==> config.mk <==
export PLATFORM = sky130hd
export DESIGN_NAME = branch_redirect_ctrl
export DESIGN_NICKNAME = d
export VERILOG_FILES = /design/src/rtl/branch_redirect_ctrl.sv
export SDC_FILE = /design/constraint.sdc
export NUM_CORES = 1
export LEC_CHECK = 0
export ABC_AREA = 1
export ABC_CLOCK_PERIOD_IN_PS = 17150
export BUFFER_PORTS_ARGS = -buffer_cell sky130_fd_sc_hd__buf_4
export CELL_PAD_IN_SITES_DETAIL_PLACEMENT = 1
export CELL_PAD_IN_SITES_GLOBAL_PLACEMENT = 2
export CORE_UTILIZATION = 33
export DETAILED_ROUTE_END_ITERATION = 12
export GPL_ROUTABILITY_DRIVEN = 0
export PLACE_DENSITY = 0.85
export SYNTH_ARGS = -nofsm -noshare
export SYNTH_HDL_FRONTEND = slang
export SYNTH_SLANG_ARGS = --single-unit
==> constraint.sdc <==
create_clock -name clk -period 17.15 [get_ports clk]
set_clock_uncertainty 0.1 [all_clocks]
set_input_delay 0.8575 -clock clk [delete_from_list [all_inputs] [get_ports clk]]
set_output_delay 0.8575 -clock clk [all_outputs]
set_load 0.02 [all_outputs]
==> src/rtl/branch_redirect_ctrl.sv <==
// Branch recovery sequencer: tracks in-flight predictions from IF to ID, issues a
// registered redirect/flush on a mispredict, holds fetch, and trains the predictor.
module branch_redirect_ctrl #(
    parameter int DEPTH     = 4,
    parameter int PTR_W     = 2,
    parameter int CNT_W     = 16,
    parameter int FLUSH_CYC = 2
) (
    input  logic              clk,
    input  logic              rst,
    input  logic              stall,
    input  logic              pred_valid,
    input  logic              pred_taken,
    input  logic [31:0]       pred_alt_pc,
    input  logic              res_valid,
    input  logic              res_taken,
    output logic              pred_ready,
    output logic              pc_redirect_valid,
    output logic [31:0]       pc_redirect,
    output logic              flush_if,
    output logic              flush_id,
    output logic              hold_if,
    output logic              upd_valid,
    output logic              upd_taken,
    output logic [PTR_W:0]    inflight,
    output logic [CNT_W-1:0]  hit_cnt,
    output logic [CNT_W-1:0]  miss_cnt,
    output logic              err_underflow
);

    localparam int             FC_W    = $clog2(FLUSH_CYC) + 1;
    localparam logic [PTR_W:0] DEPTH_C = (PTR_W+1)'(DEPTH);
    localparam logic [FC_W-1:0] FLUSH_C = FC_W'(FLUSH_CYC);

    typedef enum logic {IDLE = 1'b0, REDIRECT = 1'b1} state_t;

    function automatic logic [CNT_W-1:0] sat_inc(input logic [CNT_W-1:0] v);
        return (&v) ? v : v + {{(CNT_W-1){1'b0}}, 1'b1};
    endfunction

    state_t             state_r, state_nxt_s;
    logic [FC_W-1:0]    fcnt_r, fcnt_nxt_s;
    logic [PTR_W-1:0]   wr_ptr_r, rd_ptr_r, wr_ptr_nxt_s, rd_ptr_nxt_s;
    logic [PTR_W:0]     count_r, count_nxt_s;
    logic [31:0]        alt_mem_r [DEPTH];
    logic               taken_mem_r [DEPTH];

    logic               pred_ready_r, redirect_valid_r, flush_if_r, flush_id_r, hold_if_r;
    logic               upd_valid_r, upd_taken_r, err_r;
    logic [31:0]        pc_redirect_r;
    logic [CNT_W-1:0]   hit_r, miss_r;

    logic               empty_s, push_s, pop_s, underflow_s, mispredict_s;

    assign empty_s      = (count_r == {(PTR_W+1){1'b0}});
    assign push_s       = pred_valid & pred_ready_r & ~stall;
    assign pop_s        = res_valid & ~stall & ~empty_s & (state_r == IDLE);
    assign underflow_s  = res_valid & ~stall & empty_s & (state_r == IDLE);
    assign mispredict_s = pop_s & (res_taken != taken_mem_r[rd_ptr_r]);

    // Recovery FSM next state: load the hold window on a mispredict, count down when not stalled.
    always_comb begin
        state_nxt_s = state_r;
        fcnt_nxt_s  = fcnt_r;
        case (state_r)
            IDLE: begin
                if (mispredict_s) begin
                    state_nxt_s = REDIRECT;
                    fcnt_nxt_s  = FLUSH_C;
                end else begin
                    state_nxt_s = IDLE;
                end
            end
            REDIRECT: begin
                if (stall) begin
                    fcnt_nxt_s = fcnt_r;
                end else if (fcnt_r <= FC_W'(1)) begin
                    state_nxt_s = IDLE;
                    fcnt_nxt_s  = '0;
                end else begin
                    fcnt_nxt_s = fcnt_r - FC_W'(1);
                end
            end
            default: begin
                state_nxt_s = IDLE;
                fcnt_nxt_s  = '0;
            end
        endcase
    end

    // FIFO pointer/occupancy next state; a mispredict wipes every younger (wrong-path) entry.
    always_comb begin
        wr_ptr_nxt_s = wr_ptr_r;
        rd_ptr_nxt_s = rd_ptr_r;
        count_nxt_s  = count_r;
        if (mispredict_s) begin
            wr_ptr_nxt_s = '0;
            rd_ptr_nxt_s = '0;
            count_nxt_s  = '0;
        end else begin
            if (push_s) wr_ptr_nxt_s = wr_ptr_r + PTR_W'(1);
            else        wr_ptr_nxt_s = wr_ptr_r;
            if (pop_s)  rd_ptr_nxt_s = rd_ptr_r + PTR_W'(1);
            else        rd_ptr_nxt_s = rd_ptr_r;
            case ({push_s, pop_s})
                2'b10:   count_nxt_s = count_r + (PTR_W+1)'(1);
                2'b01:   count_nxt_s = count_r - (PTR_W+1)'(1);
                default: count_nxt_s = count_r;
            endcase
        end
    end

    // State, FIFO storage and all registered outputs.
    always_ff @(posedge clk or posedge rst) begin
        if (rst) begin
            state_r          <= IDLE;
            fcnt_r           <= '0;
            wr_ptr_r         <= '0;
            rd_ptr_r         <= '0;
            count_r          <= '0;
            for (int i = 0; i < DEPTH; i++) begin
                alt_mem_r[i]   <= 32'h0;
                taken_mem_r[i] <= 1'b0;
            end
            pred_ready_r     <= 1'b1;
            redirect_valid_r <= 1'b0;
            pc_redirect_r    <= 32'h0;
            flush_if_r       <= 1'b0;
            flush_id_r       <= 1'b0;
            hold_if_r        <= 1'b0;
            upd_valid_r      <= 1'b0;
            upd_taken_r      <= 1'b0;
            hit_r            <= '0;
            miss_r           <= '0;
            err_r            <= 1'b0;
        end else begin
            state_r  <= state_nxt_s;
            fcnt_r   <= fcnt_nxt_s;
            wr_ptr_r <= wr_ptr_nxt_s;
            rd_ptr_r <= rd_ptr_nxt_s;
            count_r  <= count_nxt_s;
            if (push_s && !mispredict_s) begin
                alt_mem_r[wr_ptr_r]   <= pred_alt_pc;
                taken_mem_r[wr_ptr_r] <= pred_taken;
            end
            pred_ready_r     <= (count_nxt_s != DEPTH_C) && (state_nxt_s == IDLE);
            hold_if_r        <= (state_nxt_s == REDIRECT);
            redirect_valid_r <= mispredict_s;
            flush_if_r       <= mispredict_s;
            flush_id_r       <= mispredict_s;
            if (mispredict_s) pc_redirect_r <= alt_mem_r[rd_ptr_r];
            else              pc_redirect_r <= pc_redirect_r;
            upd_valid_r      <= pop_s;
            if (pop_s) upd_taken_r <= res_taken;
            else       upd_taken_r <= upd_taken_r;
            if (pop_s && !mispredict_s) hit_r <= sat_inc(hit_r);
            else                        hit_r <= hit_r;
            if (mispredict_s) miss_r <= sat_inc(miss_r);
            else              miss_r <= miss_r;
            err_r            <= err_r | underflow_s;
        end
    end

    assign pred_ready        = pred_ready_r;
    assign pc_redirect_valid = redirect_valid_r;
    assign pc_redirect       = pc_redirect_r;
    assign flush_if          = flush_if_r;
    assign flush_id          = flush_id_r;
    assign hold_if           = hold_if_r;
    assign upd_valid         = upd_valid_r;
    assign upd_taken         = upd_taken_r;
    assign inflight          = count_r;
    assign hit_cnt           = hit_r;
    assign miss_cnt          = miss_r;
    assign err_underflow     = err_r;

endmodule

==> results of run 1 <==
[cells by family (layout without fill, tap and decap cells)]
family / after synthesis / count (layout) / synth area share (%)
buffers and inverters: 124 / 203 / 5.69
and+or+nand+nor: 782 / 782 / 33.2
AOI/OAI and AO/OA: 110 / 110 / 5.89
DFF: 211 / 211 / 51.9
xor gates and xnor gates: 25 / 25 / 2.15
adders and majority gates: 8 / 8 / 1.06
muxes: 1 / 1 / 0.111
[worst reg2reg max path, stage by stage (launching register included)]
cell and delay (ns):
dfrtp_2 0.40, inv_2 0.80, nand2_1 0.19, nand3_2 0.15
nand3_1 0.13, nand3_4 0.18, buf_4 0.76, nand3_1 0.92
buf_4 0.48, nand2_1 0.09, nand2_1 0.06
[layout make-up]
| cell class | instances | area, um2 | share of cell area (%) |
|---|---|---|---|
| repair buffers | 126 | 946 | 7.81 |
| multi-input cells | 926 | 4330 | 35.8 |
| flip-flops and latches | 211 | 5280 | 43.6 |
| well taps | 390 | 488 | 4.03 |
| inverters | 30 | 123 | 1.01 |
| clock buffers | 37 | 763 | 6.30 |
| clock inverters | 10 | 180 | 1.49 |
[registers in the layout, summed over array words and instances, names as in the netlist, 2 cells and up]
signal,cells
rd_ptr_r,2
inflight,3
wr_ptr_r,2
miss_cnt,16
pc_redirect,32
alt_mem_r,128
hit_cnt,16
taken_mem_r,4
fcnt_r,2
[through the flow]
| stage | worst slack, ns | std cells | cell area (um2) | util [%] |
|---|---|---|---|---|
| after floorplan | 10.43 | 1261 | 10200 | - |
| after global placement | 12.91 | 1683 | 11200 | 37.2 |
| after detailed placement | 12.83 | 1683 | 11200 | 37.2 |
| after CTS | 12.71 | 1730 | 12100 | 40.3 |
| after global routing | 12.42 | 1730 | 12100 | 40.3 |
| final | 12.78 | 1730 | 12100 | 40.3 |
[worst min path at each step]
stage | startpoint | endpoint | cells after the start
global route | alt_mem_r[85]$_DFFE_PP0P_ | alt_mem_r[85]$_DFFE_PP0P_ | 2
CTS | alt_mem_r[32]$_DFFE_PP0P_ | alt_mem_r[32]$_DFFE_PP0P_ | 2
global placement | alt_mem_r[56]$_DFFE_PP0P_ | alt_mem_r[56]$_DFFE_PP0P_ | 2
floorplan | alt_mem_r[32]$_DFFE_PP0P_ | alt_mem_r[32]$_DFFE_PP0P_ | 2
finish | alt_mem_r[78]$_DFFE_PP0P_ | alt_mem_r[78]$_DFFE_PP0P_ | 2
detailed placement | alt_mem_r[78]$_DFFE_PP0P_ | alt_mem_r[78]$_DFFE_PP0P_ | 2
[metal layers]
layer	share of wire, %	vias up	GRT usage, %
met4	1.8	0	4.06
met2	47	154	33.4
met1	47	4464	26.9
met5	0	-	0
met3	3.9	41	2.44
li1	-	4321	-
[power by group through the flow]
stage / combinational [mW] / sequential (mW) / clock [mW]
floorplan: 0.490 / 0.851 / 0
finish: 0.782 / 0.814 / 0.601
global placement: 0.764 / 0.815 / 0
CTS: 0.793 / 0.815 / 0.616
detailed placement: 0.787 / 0.820 / 0
global route: 0.881 / 0.841 / 0.634
[cell usage after synthesis (all sizes together)]
cell type    n  share of area (%)
a21oi        1              0.086
buf         51                3.0
clkbuf      43                1.6
dfrtp      210                 52
dfstp        1               0.26
fa           1               0.20
ha           7               0.86
inv         30                1.1
mux2         1               0.11
nand2      489                 18
nand3       57                2.9
nand4      134                8.3
nor2        95                3.6
nor3         6               0.29
o21a         1              0.074
o21ai       75                3.7
o21bai       1              0.074
o22ai       32                2.0
or2          1              0.061
xnor2       13                1.1
xor2        12                1.0
==> impl_metrics.env, run 1 <==
export IMPL_run_status="finished clean"
export IMPL_num_rows=63
export IMPL_drv_cap=0
export IMPL_final_hold_viol_count=0
export IMPL_cts_tree="built"
export IMPL_pwr_share_comb_pct=35.6
export IMPL_worst_r2r_setup_slack_ns=12.78
export IMPL_tns_ns=0
export IMPL_cts_buffer_depth=3
export IMPL_grt_pass1_vias=9302
export IMPL_avgSynthCellArea_um2=8.07
export IMPL_worstSetupEndpoint="alt_mem_r[31]$_DFFE_PP0P_"
export IMPL_drt_iter0_markers=474
export IMPL_postCtsSetupBuffers=0
export IMPL_crit_path_start_kind="flop"
export IMPL_cp_depth=10
export IMPL_tightest_slew_ns=1.11
export IMPL_clk_latency_ns=0.53
export IMPL_antenna_left=0
export IMPL_peakVddDrop_mv=0.0988
export IMPL_clock_root_buffer="clkbuf_16"
export IMPL_cts_sinks=211
export IMPL_antenna_found_initial=0
export IMPL_ioPinCount=114
export IMPL_switching_share_pct=39.0
export IMPL_worstPathArrival_ns=4.68
export IMPL_reg2reg_to="alt_mem_r[31]$_DFFE_PP0P_"
export IMPL_drive_gt1_share_pct=14.0
export IMPL_antenna_cells=0
export IMPL_synth_cells=1261
export IMPL_portBuffers=113
export IMPL_crit_start="rd_ptr_r[0]$_DFFE_PP0P_"
export IMPL_layout_commonest_cell="nand2_1"
export IMPL_drc=0
export IMPL_cp_data_required_time_ns=17.46
export IMPL_die_w_um=178
export IMPL_fin_crit_sh_pct=25.5
export IMPL_power_density_nw_per_um2=181
export IMPL_cp_cell_sequence="inv_2 -> nand2_1 -> nand3_2 -> nand3_1 -> nand3_4 -> buf_4 -> nand3_1 -> buf_4 -> nand2_1 -> nand2_1"
export IMPL_r2r_start="rd_ptr_r[0]$_DFFE_PP0P_"
export IMPL_grt_start_max_net_pins=135
export IMPL_netlist_area_um2=10200
export IMPL_final_cell_mix="486 x nand2_1, 209 x dfrtp_1, 133 x nand4_1, 126 x buf_4, 94 x nor2_1"
export IMPL_via_per_inst=5.19
export IMPL_clk_pin_slew_ns=0.06
export IMPL_yosys_warnings=0
export IMPL_final_setup_viol_count=0
export IMPL_ys_seq_area_share_pct=51.9
export IMPL_total_power_mw=2.20
export IMPL_num_fill_cells=3545
export IMPL_coreArea_um2=30000
export IMPL_chipHeight_um=178
export IMPL_critPathCaptureType="flop"
export IMPL_h_tree_depth=1
export IMPL_slowest_delay_ns=0.87
export IMPL_area_delta_synth_final_pct=19.0
export IMPL_p_seq_share_pct=37.1
export IMPL_layout_nets=1368
export IMPL_firstDrtPassIters=4
export IMPL_min_path_type="reg2reg"
export IMPL_ys_types=30
export IMPL_worst_path_most_repeated_cell="nand2_1"
export IMPL_r2r_worst_path_cells=10
export IMPL_num_vias=8980
export IMPL_worstSetupPathType="reg2reg"
export IMPL_crit_family="buffers and inverters"
export IMPL_rsz0062_at_grt="no"
export IMPL_synth_seq_cells=211
export IMPL_fin_crit_ns=4.37
export IMPL_worst_path_max_delay_cell="nand3_1"
export IMPL_p_sw_uw=858
export IMPL_leakage_nw=6.13
export IMPL_track_usage_pct=19.7
export IMPL_start_util_pct=33.9
export IMPL_cts_resized=0
export IMPL_slew_viol_final=0
export IMPL_cts_hold_buf=0
export IMPL_overflow=0
export IMPL_place_hpwl_um=17300
export IMPL_p_int_mw=1.34
export IMPL_synth_fp_nets=1308
export IMPL_wl_um=30500
export IMPL_crit_buf_inv=3
export IMPL_routedWlPerCell_um=17.6
export IMPL_worst_path_max_fanout=90
export IMPL_clkPwrFrac_pct=27.3
export IMPL_cts_buffers=26
export IMPL_timing_hold_ws_ns=0.363
export IMPL_fmaxAchievable_mhz=229
export IMPL_grt_pass1_wl_um=50200
export IMPL_die_area_um2=31600
export IMPL_max_slew_margin_pct=25.9
(Power assumes the default switching activity.)
==> run 2, diff against run 1 <==
--- a/config.mk
+++ b/config.mk
@@ -5,15 +5,15 @@
 export SDC_FILE = /design/constraint.sdc
 export NUM_CORES = 1
 export LEC_CHECK = 0
-export ABC_AREA = 1
-export ABC_CLOCK_PERIOD_IN_PS = 17150
+export ABC_AREA = 0
+export ABC_CLOCK_PERIOD_IN_PS = 4200
 export BUFFER_PORTS_ARGS = -buffer_cell sky130_fd_sc_hd__buf_4
 export CELL_PAD_IN_SITES_DETAIL_PLACEMENT = 1
 export CELL_PAD_IN_SITES_GLOBAL_PLACEMENT = 2
 export CORE_UTILIZATION = 33
 export DETAILED_ROUTE_END_ITERATION = 12
 export GPL_ROUTABILITY_DRIVEN = 0
-export PLACE_DENSITY = 0.85
+export PLACE_DENSITY = 0.75
 export SYNTH_ARGS = -nofsm -noshare
 export SYNTH_HDL_FRONTEND = slang
 export SYNTH_SLANG_ARGS = --single-unit
==> constraint.sdc (replaced) <==
create_clock -name clk -period 4.2 [get_ports clk]
set_clock_uncertainty 0.1 [all_clocks]
set_input_delay 0.21 -clock clk [delete_from_list [all_inputs] [get_ports clk]]
set_output_delay 0.21 -clock clk [all_outputs]
set_load 0.02 [all_outputs]
==> run 2 against run 1 <==
  * Synthesized cell count down 46%
  * Global-route usage down 4.1 points
  * Critical path depth down 4
  * Clock-buffer cell count up 6
  * Combinational power rose to 3.9 times the previous value
  * Synthesized area down 3.8%
  * Register-to-register slack worse by 12 ns
  * Sequential cell count unchanged
  * Die area down 3.7%
  * Final cell count down 28%
  * Critical path type unchanged
  * Largest power group unchanged
==> impl_metrics.env, run 2 <==
export IMPL_total_power_mw=8.77
export IMPL_synth_common_cells="210 x dfrtp_1, 120 x mux2_4, 109 x nand2_1"
export IMPL_stdcell_count=1238
export IMPL_overflow=0
export IMPL_peakVddDrop_mv=0.340
export IMPL_cts_buffers=26
export IMPL_synth_enable_flop_cells=0
export IMPL_power_density_nw_per_um2=714
export IMPL_netlist_top_cells_area="dfrtp_1 54%, mux2_4 18%, mux4_2 7.4%, nand2_1 4.2%, xor2_1 2.4%"
export IMPL_dp_cells=1153
export IMPL_drv_cap=0
export IMPL_drt_iter0_markers=293
export IMPL_die_w_um=174
export IMPL_tns_ns=0
export IMPL_wl_met2_um=10600
export IMPL_ys_seq_area_share_pct=53.9
export IMPL_run_status="finished clean"
export IMPL_wl_met1_um=10600
export IMPL_cp_data_required_time_ns=4.50
export IMPL_tightest_slew_ns=0.687
export IMPL_topRoutingLayerUsed="met4"
export IMPL_cts_sinks=211
export IMPL_postCtsSetupBuffers=0
export IMPL_ys_types=45
export IMPL_area_delta_synth_final_pct=25.4
export IMPL_p_int_mw=6.10
export IMPL_final_hold_viol_count=0
export IMPL_crit_path_start_kind="flop"
export IMPL_fin_crit_ns=3.15
export IMPL_synth_seq_cells=211
export IMPL_synth_cells=679
export IMPL_grt_pass1_wl_um=37800
export IMPL_fin_util_pct=42.5
export IMPL_grt_start_max_net_pins=78
export IMPL_ioPinCount=114
export IMPL_avgSynthCellArea_um2=14.4
export IMPL_synth_fp_nets=726
export IMPL_clk_pin_slew_ns=0.06
export IMPL_layout_commonest_cell="dfrtp_1"
export IMPL_p_seq_share_pct=40.1
export IMPL_coreArea_um2=28900
export IMPL_drive_gt1_share_pct=40.3
export IMPL_cts_buffer_depth=3
export IMPL_track_usage_pct=15.6
export IMPL_via_per_inst=4.78
export IMPL_synth_top_cell_area_share_pct=53.6
export IMPL_chipHeight_um=174
export IMPL_antenna_cells=0
export IMPL_synth_main_ff_cell="dfrtp_1"
export IMPL_worst_path_max_fanout=24
export IMPL_fin_crit_sh_pct=75.0
export IMPL_clkPwrFrac_pct=25.4
export IMPL_firstDrtPassIters=4
export IMPL_critPathCaptureType="flop"
export IMPL_largest_register="alt_mem_r"
export IMPL_rsz0062_at_grt="no"
export IMPL_synthArstFlopShare_pct=100
export IMPL_largest_reg_flops=128
export IMPL_timing_hold_ws_ns=0.151
export IMPL_clock_root_buffer="clkbuf_16"
export IMPL_fmaxAchievable_mhz=318
export IMPL_p_sw_mw=2.66
export IMPL_h_tree_depth=1
export IMPL_final_setup_viol_count=0
export IMPL_yosysTopAreaCell="dfrtp_1"
export IMPL_cts_tree="built"
export IMPL_slew_viol_final=0
export IMPL_start_util_pct=33.9
export IMPL_netlist_area_um2=9800
export IMPL_wl_met3_um=897
export IMPL_leakage_nw=5.72
export IMPL_clk_latency_ns=0.52
export IMPL_max_slew_margin_pct=54.1
export IMPL_grt_pass1_vias=6668
export IMPL_yosys_warnings=0
export IMPL_portBuffers=113
export IMPL_pwr_share_comb_pct=34.5
export IMPL_place_hpwl_um=14200
export IMPL_drc=0
export IMPL_worstSetupPathType="reg2reg"
export IMPL_routedWlPerCell_um=18.2
export IMPL_die_area_um2=30400
export IMPL_antenna_found_initial=0
export IMPL_worstPathArrival_ns=3.45
export IMPL_cts_resized=0
export IMPL_layout_nets=881
export IMPL_num_vias=5919
export IMPL_min_path_type="in2reg"
export IMPL_antenna_left=0
export IMPL_switching_share_pct=30.4
export IMPL_num_rows=62
export IMPL_synth_most_common_cell="dfrtp_1"
export IMPL_wl_um=22500
export IMPL_final_cell_mix="208 x dfrtp_1, 122 x buf_4, 120 x mux2_4, 109 x nand2_1, 37 x dlygate4sd3_1"
[run 2: changes by cell type in the layout (fill, tap and decap cells not counted), sizes merged, moves of 15 or more]
cell         previous run  this run
nand3                  57        17
o21ai                  75         4
o22ai                  32         0
nand4                 134         9
mux4                    0        32
inv                    30         7
dlygate4sd3             0        37
nand2                 489       109
xor2                   12        27
nor2                   95        17
mux2                    1       136
[run 2: final timing paths]
kind	slack, ns	to	start	depth (start not counted)
hold reg to reg	0.35	err_underflow$_DFF_PP0_	err_underflow$_DFF_PP0_	1
setup / recovery	1.05	alt_mem_r[118]$_DFFE_PP0P_	rd_ptr_r[1]$_DFFE_PP0P_	6
min in group asynchronous	0.25	miss_cnt[1]$_DFFE_PP0P_	rst	3
setup reg to reg	1.05	alt_mem_r[118]$_DFFE_PP0P_	rd_ptr_r[1]$_DFFE_PP0P_	6
hold / removal	0.15	wr_ptr_r[0]$_DFFE_PP0P_	pred_valid	5
max in group asynchronous	2.64	rd_ptr_r[0]$_DFFE_PP0P_	rst	4
[run 2: area by class of cell]
cell class,count,area [um2]
flip-flops and latches,211,5280
multi-input cells,422,4210
clock inverters,5,53.8
well taps,384,480
inverters,8,33.8
repair buffers,165,1410
fillers,2978,16600
clock buffers,43,816
[run 2: kinds of logic after synthesis]
group / count (synthesis) / synth area share, %
DFF: 211 / 53.9
and+or+nand+nor: 197 / 9.94
muxes: 173 / 28.1
buffers and inverters: 46 / 3.14
xor gates and xnor gates: 37 / 3.31
adders and majority gates: 8 / 1.10
AOI/OAI and AO/OA: 7 / 0.473
[run 2: layer usage]
layer,global-route usage [%],up-vias
met5,0,-
met1,21.9,3095
met3,2.67,31
met2,25.1,101
li1,-,2692
met4,3.40,0
[run 2: critical path, stage by stage, from the launching register on]
cell	delay, ns
dfrtp_2	0.51
mux2i_1	0.27
mux2_2	0.38
nand3_2	0.45
and3_2	0.67
buf_12	0.29
mux2_1	0.34
[run 2: per-stage QoR]
step | setup WS (ns) | cell area [um2]
after floorplan | 1.15 | 9800
after global placement | 1.07 | 11000
after detailed placement | 1.00 | 11000
after CTS | 0.986 | 12300
after global routing | 0.819 | 12300
final | 1.05 | 12300
[run 2: repair_timing]
| item | 4_1_cts | 5_1_grt |
|---|---|---|
| setup endpoints to repair | 0 | 0 |
| hold buffers | 37 | 0 |
| hold endpoints to repair | 162 | 0 |
[run 2: power by group through the flow]
| stage | registers (mW) | logic, mW | clock network (mW) |
|---|---|---|---|
| after global placement | 3.53 | 2.95 | 0 |
| final | 3.51 | 3.03 | 2.23 |
| after global routing | 3.65 | 3.30 | 2.38 |
| after detailed placement | 3.54 | 3.04 | 0 |
| after CTS | 3.53 | 3.08 | 2.30 |
| after floorplan | 3.57 | 2.12 | 0 |
